$ cat src/rtl/reaction_sequencer.sv
// ---------------------------------------------------------------------------
// reaction_sequencer
//
// Top-level sequencer for the reaction-timer datapath. A start pulse clears
// the BCD delay counter and arms a pseudo-random foreperiod, clamped to
// [MIN_DELAY, MAX_DELAY] milliseconds. When the foreperiod expires the
// stimulus LED lights and every 1 ms tick is forwarded to the counter chain
// until the player presses stop. Early presses and over-long reactions are
// flagged, and the result is held for display until the next start or clear.
//
// Ports:
//   clk              system clock
//   rst_n            synchronous active-low reset
//   start            debounced single-cycle start pulse
//   stop             debounced single-cycle reaction button pulse
//   clear            single-cycle abort, returns to IDLE from any state
//   tick_1ms         single-cycle enable, one per millisecond
//   rand_delay       free-running random value, sampled in ARM
//   error_long_delay overflow flag from the BCD counter chain
//   time_clr         clear to the BCD counter chain
//   record_wait      count enable to the least-significant BCD digit
//   stop_cnt         freeze to the BCD counter chain
//   led_on           stimulus LED
//   busy             a round is in progress
//   status           0=IDLE 1=WAITING 2=REACTING 3=DONE_OK 4=ERR_EARLY
//                    5=ERR_SLOW
// ---------------------------------------------------------------------------
module reaction_sequencer #(
  parameter int DELAY_W   = 14,
  parameter int MIN_DELAY = 1000,
  parameter int MAX_DELAY = 5000
) (
  input  logic               clk,
  input  logic               rst_n,
  input  logic               start,
  input  logic               stop,
  input  logic               clear,
  input  logic               tick_1ms,
  input  logic [DELAY_W-1:0] rand_delay,
  input  logic               error_long_delay,
  output logic               time_clr,
  output logic               record_wait,
  output logic               stop_cnt,
  output logic               led_on,
  output logic               busy,
  output logic [2:0]         status
);

  typedef enum logic [2:0] {
    S_IDLE      = 3'd0,
    S_ARM       = 3'd1,
    S_WAIT_RAND = 3'd2,
    S_REACT     = 3'd3,
    S_DONE_OK   = 3'd4,
    S_ERR_EARLY = 3'd5,
    S_ERR_SLOW  = 3'd6
  } state_t;

  localparam logic [DELAY_W-1:0] MIN_L = DELAY_W'(MIN_DELAY);
  localparam logic [DELAY_W-1:0] MAX_L = DELAY_W'(MAX_DELAY);
  localparam logic [DELAY_W-1:0] ONE_L = DELAY_W'(1);

  localparam logic [2:0] ST_IDLE      = 3'd0;
  localparam logic [2:0] ST_WAITING   = 3'd1;
  localparam logic [2:0] ST_REACTING  = 3'd2;
  localparam logic [2:0] ST_DONE_OK   = 3'd3;
  localparam logic [2:0] ST_ERR_EARLY = 3'd4;
  localparam logic [2:0] ST_ERR_SLOW  = 3'd5;

  state_t             r_state;
  state_t             w_stateNext;
  logic [DELAY_W-1:0] r_waitCnt;
  logic [DELAY_W-1:0] w_clampedDelay;
  logic               w_lastTick;

  // Bound the raw random value so the foreperiod is never shorter than
  // MIN_DELAY (which also keeps the countdown from starting at zero) and
  // never longer than MAX_DELAY.
  always_comb begin
    w_clampedDelay = rand_delay;
    if (rand_delay < MIN_L) begin
      w_clampedDelay = MIN_L;
    end else if (rand_delay > MAX_L) begin
      w_clampedDelay = MAX_L;
    end
  end

  // The tick that finds one millisecond remaining ends the foreperiod, so a
  // loaded value of D lets exactly D ticks elapse before the LED lights.
  assign w_lastTick = tick_1ms && (r_waitCnt == ONE_L);

  // State register. Reset is sampled on the clock edge like any other input.
  always_ff @(posedge clk) begin
    if (!rst_n) begin
      r_state <= S_IDLE;
    end else begin
      r_state <= w_stateNext;
    end
  end

  // Foreperiod countdown. Loaded once in ARM and only ever decremented while
  // waiting, so a stray start during the wait cannot reload it. The decrement
  // is held off when stop or clear ends the wait in the same cycle, which
  // leaves a meaningful remaining value behind for debug.
  always_ff @(posedge clk) begin
    if (!rst_n) begin
      r_waitCnt <= '0;
    end else if (r_state == S_ARM && !clear) begin
      r_waitCnt <= w_clampedDelay;
    end else if (r_state == S_WAIT_RAND && tick_1ms && !stop && !clear) begin
      r_waitCnt <= r_waitCnt - ONE_L;
    end
  end

  // Next-state logic. clear beats everything; within a state the player's
  // stop press beats both foreperiod expiry and counter overflow, so a press
  // that lands on the same cycle is always judged in the player's favour
  // (or against them, for an early press).
  always_comb begin
    w_stateNext = r_state;
    if (clear) begin
      w_stateNext = S_IDLE;
    end else begin
      case (r_state)
        S_IDLE: begin
          if (start) begin
            w_stateNext = S_ARM;
          end
        end
        S_ARM: begin
          w_stateNext = S_WAIT_RAND;
        end
        S_WAIT_RAND: begin
          if (stop) begin
            w_stateNext = S_ERR_EARLY;
          end else if (w_lastTick) begin
            w_stateNext = S_REACT;
          end
        end
        S_REACT: begin
          if (stop) begin
            w_stateNext = S_DONE_OK;
          end else if (error_long_delay) begin
            w_stateNext = S_ERR_SLOW;
          end
        end
        S_DONE_OK, S_ERR_EARLY, S_ERR_SLOW: begin
          if (start) begin
            w_stateNext = S_ARM;
          end
        end
        default: begin
          w_stateNext = S_IDLE;
        end
      endcase
    end
  end

  // Output decode. Everything except record_wait is a pure function of the
  // state register; record_wait passes the live tick through so the counter
  // advances on the same edge as the tick, and masks it on the stop cycle so
  // the press itself is not counted.
  always_comb begin
    time_clr    = 1'b0;
    record_wait = 1'b0;
    stop_cnt    = 1'b0;
    led_on      = 1'b0;
    busy        = 1'b0;
    status      = ST_IDLE;
    case (r_state)
      S_IDLE: begin
        time_clr = 1'b1;
      end
      S_ARM: begin
        time_clr = 1'b1;
        busy     = 1'b1;
        status   = ST_WAITING;
      end
      S_WAIT_RAND: begin
        busy   = 1'b1;
        status = ST_WAITING;
      end
      S_REACT: begin
        led_on      = 1'b1;
        busy        = 1'b1;
        status      = ST_REACTING;
        record_wait = tick_1ms && !stop;
      end
      S_DONE_OK: begin
        stop_cnt = 1'b1;
        status   = ST_DONE_OK;
      end
      S_ERR_EARLY: begin
        stop_cnt = 1'b1;
        status   = ST_ERR_EARLY;
      end
      S_ERR_SLOW: begin
        stop_cnt = 1'b1;
        status   = ST_ERR_SLOW;
      end
      default: begin
        time_clr = 1'b1;
      end
    endcase
  end

endmodule

$ cat config.mk
export PLATFORM = sky130hd
export DESIGN_NAME = reaction_sequencer
export DESIGN_NICKNAME = d
export VERILOG_FILES = /design/src/rtl/reaction_sequencer.sv
export SDC_FILE = /design/constraint.sdc
export NUM_CORES = 1
export LEC_CHECK = 0
export ABC_AREA = 1
export CAP_MARGIN = 20
export CORE_MARGIN = 2
export CORE_UTILIZATION = 48
export CTS_CLUSTER_SIZE = 10
export DETAILED_ROUTE_END_ITERATION = 12
export GPL_TIMING_DRIVEN = 1
export PLACE_DENSITY = 0.75
export SLEW_MARGIN = 25
export SYNTH_ARGS = -nofsm -noshare
export SYNTH_HDL_FRONTEND = slang
export SYNTH_SLANG_ARGS = --single-unit
export TNS_END_PERCENT = 5
$ cat constraint.sdc
create_clock -name clk -period 1.7 [get_ports clk]
set_input_delay 0.255 -clock clk [delete_from_list [all_inputs] [get_ports clk]]
set_output_delay 0.255 -clock clk [all_outputs]
set_load 0.1 [all_outputs]
==> reports/qor.yml, run 1 <==
dieArea_um2: 3500
syn_inst: 248
period_share: 0.947
drc: 0
synth-seq-cells: 17
grt_max_degree: 26
met3_usage: 0.0328
p_leak_nw: 0.993
setup_viol_count_final: 0
cts_setup_buffers: 0
cts_tree: "built"
die_h_um: 59.2
grt_pass1_wl_um: 6310
dp_hpwl_um: 2910
rows: 20
grt_pass1_vias: 1522
drt_first_pass_iters: 4
initial_utilization: 0.491
core_um2: 2980
portBuffers: 28
clk_pin_slew_ps: 100
synth_top_flop_cell: "dfxtp_1"
h-tree-depth: 1
insertion_delay_ps: 290
netSwitchingFraction: 0.408
nets: 319
syn_avg_cell_area_um2: 5.90
irDropWorstVdd_mv: 0.299
worstSetupEndpointType: "output port"
yosys_warnings: 0
fin_ws_ps: 90.0
worstPathRequired_ps: 1440
synthesis.area_um2: 1460
status: "complete, no violations"
cap_violations: 0
numClockSinks: 17
worstHoldPathType: "reg2reg"
drt_wl_total_um: 3570
slew_viol_final: 0
gr-total-overflow: 0
p_int_mw: 0.762
cts_hold_buf: 0
powerDensity_nw_per_um2: 638
gp_congestion: 0.943
async_flop_share: 0
antenna_cells: 0
pwr-share-comb: 0.475
pwr-share-clk: 0.174
viasPerCell: 5.16
seq_power_share: 0.351
cts_made_buffers: 3
worst_slew_pin_slew_ps: 261
final_antenna_net_count: 0
drt_iter0_drc: 66
pre_cts_slack_ps: -64.9
startpoint_type: "flop"
routedWlPerCell_um: 10.9
synthesis.nets: 271
area_delta_synth_final_pct: 38.1
final_cell_mix: "nand2_1 (59), inv_1 (36), nor2_1 (31)"
cts_root_buffer: "clkbuf_4"
rsz0062_at_grt: "true"
die_w_um: 59.2
grtUsageMet1: 0.279
clock.fmax_mhz: 621
grt.total_usage: 0.229
critical_path.max_fanout: 5
clock_skew_ps: 2.13
cts-resized-gates: 1
met2_usage: 0.400
dp.cells: 324
num_vias: 1692
finalNonFillerCells: 328
worstSetupPathType: "reg2out"
crit_arrival_ps: 1360
ys_seq_area_frac: 0.233
ios: 29
synth_edf_count: 0
maxSlewHeadroom: 0.826
top_usage_layer: "met2"
clockBufferDepth: 2
hold_ws_ps: 560
period_minus_slack_ps: 1610
final_layout_size_suffix_gt1_frac: 0.183
finalHoldViolations: 0
antenna_found_initial: 0
synth_cell_types: 31
switchingPower_mw: 0.526
layout_commonest_cell: "nand2_1"
## state kept, by name, indices dropped and copies added, names as in the netlist
register	cells
r_state	3
r_waitCnt	14
## worst paths after layout
check                             startpoint       endpoint  slack, ps  cells past startpoint
worst max-delay path              r_state[0]    record_wait         90                      5
worst max register to register  r_waitCnt[0]  r_waitCnt[12]        160                     10
worst min register to register    r_state[1]     r_state[1]        560                      2
worst min-delay path              r_state[1]     r_state[1]        560                      2
## critical path: stages (launching register included)
cell and delay (ps):
dfxtp_2 420, nand2_1 90, inv_1 90, nand2_1 120, nor2_2 150, buf_12 190
## area by class of cell
class,count,area (um^2)
fill,259,958
multi-input combinational,186,950
timing repair buffer,48,510
sequential,17,342
inverter,40,150
tap,33,41.3
clock buffer,4,26.3
## power by group through the flow
stage          clock network [mW]  registers, mW  logic (mW)
2_1_floorplan                   0          0.453       0.413
3_3_place_gp                    0          0.458       0.604
3_5_place_dp                    0          0.459       0.607
4_1_cts                     0.224          0.450       0.610
5_1_grt                     0.239          0.456       0.687
6_report                    0.224          0.452       0.613
## per-layer routing
metal,wire (um),vias up
met1,1570,722
met4,103,0
li1,-,893
met5,0,-
met3,177,12
met2,1730,65
## cells in the mapped netlist (2+ instances only)
cell type	count	area, um^2
o21a_1	2	15.0
o21ai_0	15	75.1
nor2_1	32	120
o21ai_1	9	45.0
buf_6	2	22.5
nand2_1	59	221
inv_2	3	11.3
ha_1	2	25.0
nand3_1	30	150
dfxtp_1	17	340
a31oi_1	2	12.5
nor2_4	2	22.5
nor2_2	2	12.5
nor3_1	3	15.0
nand3b_1	4	30.0
a21oi_1	11	55.1
inv_1	37	139
a21oi_2	3	26.3
## through the flow
| step | instance area, um^2 | setup TNS [ps] | power, mW | utilization |
|---|---|---|---|---|
| after global routing | 2020 | -20.4 | 1.38 | 0.678 |
| after CTS | 2010 | 0 | 1.28 | 0.676 |
| after global placement | 1990 | -17.0 | 1.06 | 0.667 |
| final | 2020 | 0 | 1.29 | 0.678 |
| after floorplan | 1470 | -1050 | 0.865 | - |
| after detailed placement | 1990 | -410 | 1.07 | 0.667 |
## kinds of logic after synthesis
| kind of cell | share of synthesized area |
|---|---|
| AO/OA/AOI/OAI | 0.183 |
| adder cells (fa/ha/maj) | 0.0171 |
| buffers and inverters | 0.129 |
| flip-flops | 0.233 |
| AND/OR/NAND/NOR | 0.438 |
Note: power is estimated with default switching activity, not from simulation.
==> run 2, diff against run 1 <==
- ABC_CLOCK_PERIOD_IN_PS: default -> 1700
- CAP_MARGIN: 20 -> 25
- CORE_UTILIZATION: 48 -> 51
- PLACE_DENSITY: 0.75 -> 0.79
==> reports/qor.yml, run 2 (same netlist as run 1, synthesis figures left out) <==
drt_wl_total_um: 3650  # +2.0%
area_delta_synth_final_pct: 35.9
layout_commonest_cell: "nand2_1"
dieArea_um2: 3310  # -5.5%
irDropWorstVdd_mv: 0.553  # +85%
h-tree-depth: 1  # unchanged
pwr-share-comb: 0.474  # about the same
final_cell_mix: "nand2_1 (59), inv_1 (36), nor2_1 (31)"
final_antenna_net_count: 0  # unchanged
multi_input_area_um2: 946  # -0.40%
core_um2: 2730  # -8.2%
n_fill_cell: 253  # -2.3%
period_minus_slack_ps: 1670  # +61.9 ps
seq_power_share: 0.349  # -0.002
placed_area_um2: 1960  # -1.4%
worst_slew_pin_slew_ps: 274  # +12.5 ps
cp_slowest_stage_delay_ps: 420  # about the same
clk_pin_slew_ps: 100  # about the same
crit_chain: "nand2_1 -> inv_1 -> nand2_1 -> o21ai_1 -> buf_12"
cp_common_cell: "nand2_1"
slew_viol_final: 0  # unchanged
cp_top_family: "flip-flops"
cts_made_buffers: 3  # unchanged
grt_max_degree: 26  # unchanged
initial_utilization: 0.535  # +0.0438
nets: 314  # -1.6%
portBuffers: 28  # unchanged
worstSetupPathType: "reg2out"
viasPerCell: 5.31  # +3.0%
critPathLaunch: "r_state[0]"
finalHoldViolations: 0  # unchanged
grt_pass1_vias: 1594  # +4.7%
maxSlewHeadroom: 0.817  # -0.00887
p_int_mw: 0.760  # -0.30%
clockBufferDepth: 2  # unchanged
rsz0062_at_grt: "true"
die_h_um: 57.6  # -2.8%
worstSetupEndpointType: "output port"
largestRegisters: "r_waitCnt x14, r_state x3"
hold_ws_ps: 548  # -12.5 ps
drt_iter0_drc: 68  # +3.0%
dp_hpwl_um: 2980  # +2.2%
drt_first_pass_iters: 4  # unchanged
grt.total_usage: 0.243  # +0.0135
netSwitchingFraction: 0.412  # +0.00385
crit_end: "status[1]"
period_share: 0.983  # +0.0364
rows: 19  # -5.0%
reg2reg_from: "r_waitCnt[0]"
powerDensity_nw_per_um2: 650  # +1.9%
status: "complete, no violations"
worstHoldPathType: "reg2reg"
largest_reg_flops: 14  # unchanged
cts_tree: "built"
worst_path_max_delay_cell: "dfxtp_2"
fin_area_um2: 1990  # -1.5%
cap_violations: 0  # unchanged
drc: 0  # unchanged
ios: 29  # unchanged
pwr-share-clk: 0.177  # +0.003
antenna_found_initial: 0  # unchanged
gr-total-overflow: 0  # unchanged
worstPathRequired_ps: 1440  # about the same
numClockSinks: 17  # unchanged
reg2reg_depth: 10  # unchanged
critical_path.max_fanout: 5  # unchanged
critPathBufInv: 2  # unchanged
routedWlPerCell_um: 11.4  # +4.3%
cts_setup_buffers: 0  # unchanged
final_layout_size_suffix_gt1_frac: 0.166  # -0.0175
switchingPower_mw: 0.533  # +1.3%
top_register: "r_waitCnt"
seq_area_um2: 342  # unchanged
gp_congestion: 0.845  # -10%
num_vias: 1706  # +0.83%
insertion_delay_ps: 300  # about the same
startpoint_type: "flop"
final_util: 0.727  # +0.0491
antenna_cells: 0  # unchanged
cp_num_cells: 5  # unchanged
fin_tns_setup_ps: 0  # unchanged
clock.fmax_mhz: 598  # -3.7%
r2r-end: "r_waitCnt[12]"
p_leak_nw: 0.969  # -2.4%
clock_skew_ps: 0.659  # -1.47 ps
crit_arrival_ps: 1420  # +60 ps
die_w_um: 57.6  # -2.8%
grt_pass1_wl_um: 6430  # +1.9%
pre_cts_slack_ps: -30.6  # +34.3 ps
reg2reg_slack_ps: 290  # +130 ps
cts_root_buffer: "clkbuf_4"
fin_ws_ps: 28.1  # -61.9 ps
setup_viol_count_final: 0  # unchanged
run 2: changes by cell type in the layout (fill, tap and decap cells not counted), sizes merged:
cell	before	now
buf	28	23
run 2: final cells by class:
class / instances / area share
inverters: 40 / 0.0755
flip-flops and latches: 17 / 0.172
multi-input cells: 186 / 0.476
repair buffers: 43 / 0.244
clock buffers: 4 / 0.0132
well taps: 31 / 0.0195
run 2: repair_timing:
action,CTS,global route
setup endpoints to repair,3,2
cloned,0,0
hold buffers,0,0
gates resized for setup,2,1
run 2: power groups by stage:
| stage | sequential, mW | combinational [mW] | clock, mW |
|---|---|---|---|
| floorplan | 0.453 | 0.413 | 0 |
| global placement | 0.459 | 0.599 | 0 |
| detailed placement | 0.459 | 0.609 | 0 |
| CTS | 0.451 | 0.613 | 0.235 |
| global route | 0.456 | 0.684 | 0.241 |
| finish | 0.452 | 0.612 | 0.229 |
run 2: worst min path at each step:
stage	from	to	slack, ps	cells after the start
floorplan	rst_n	r_waitCnt[2]	390	2
finish	r_state[1]	r_state[1]	550	2
global placement	r_waitCnt[11]	r_waitCnt[11]	530	2
detailed placement	r_state[1]	r_state[1]	530	2
global route	r_waitCnt[11]	r_waitCnt[11]	580	2
CTS	r_state[1]	r_state[1]	550	2
run 2: stage by stage:
| step | cells | total power [mW] |
|---|---|---|
| 3_3_place_gp | 317 | 1.06 |
| 3_5_place_dp | 317 | 1.07 |
| 5_1_grt | 321 | 1.38 |
| 2_1_floorplan | 248 | 0.865 |
| 4_1_cts | 321 | 1.30 |
| 6_report | 321 | 1.29 |
run 2: per-layer routing:
layer  GRT usage  up-vias  routed length [um]
li1            -      887                   -
met3      0.0159        5                 210
met5           0        -                   0
met4      0.0897        0                  49
met2       0.461       56                1910
met1       0.280      758                1480
run 2: tightest hold or removal path: cells and delay by family (launching register included):
kind / cells / cell delay (ps)
AO/OA/AOI/OAI: 1 / 120
flip-flops: 1 / 350
AND/OR/NAND/NOR: 1 / 50
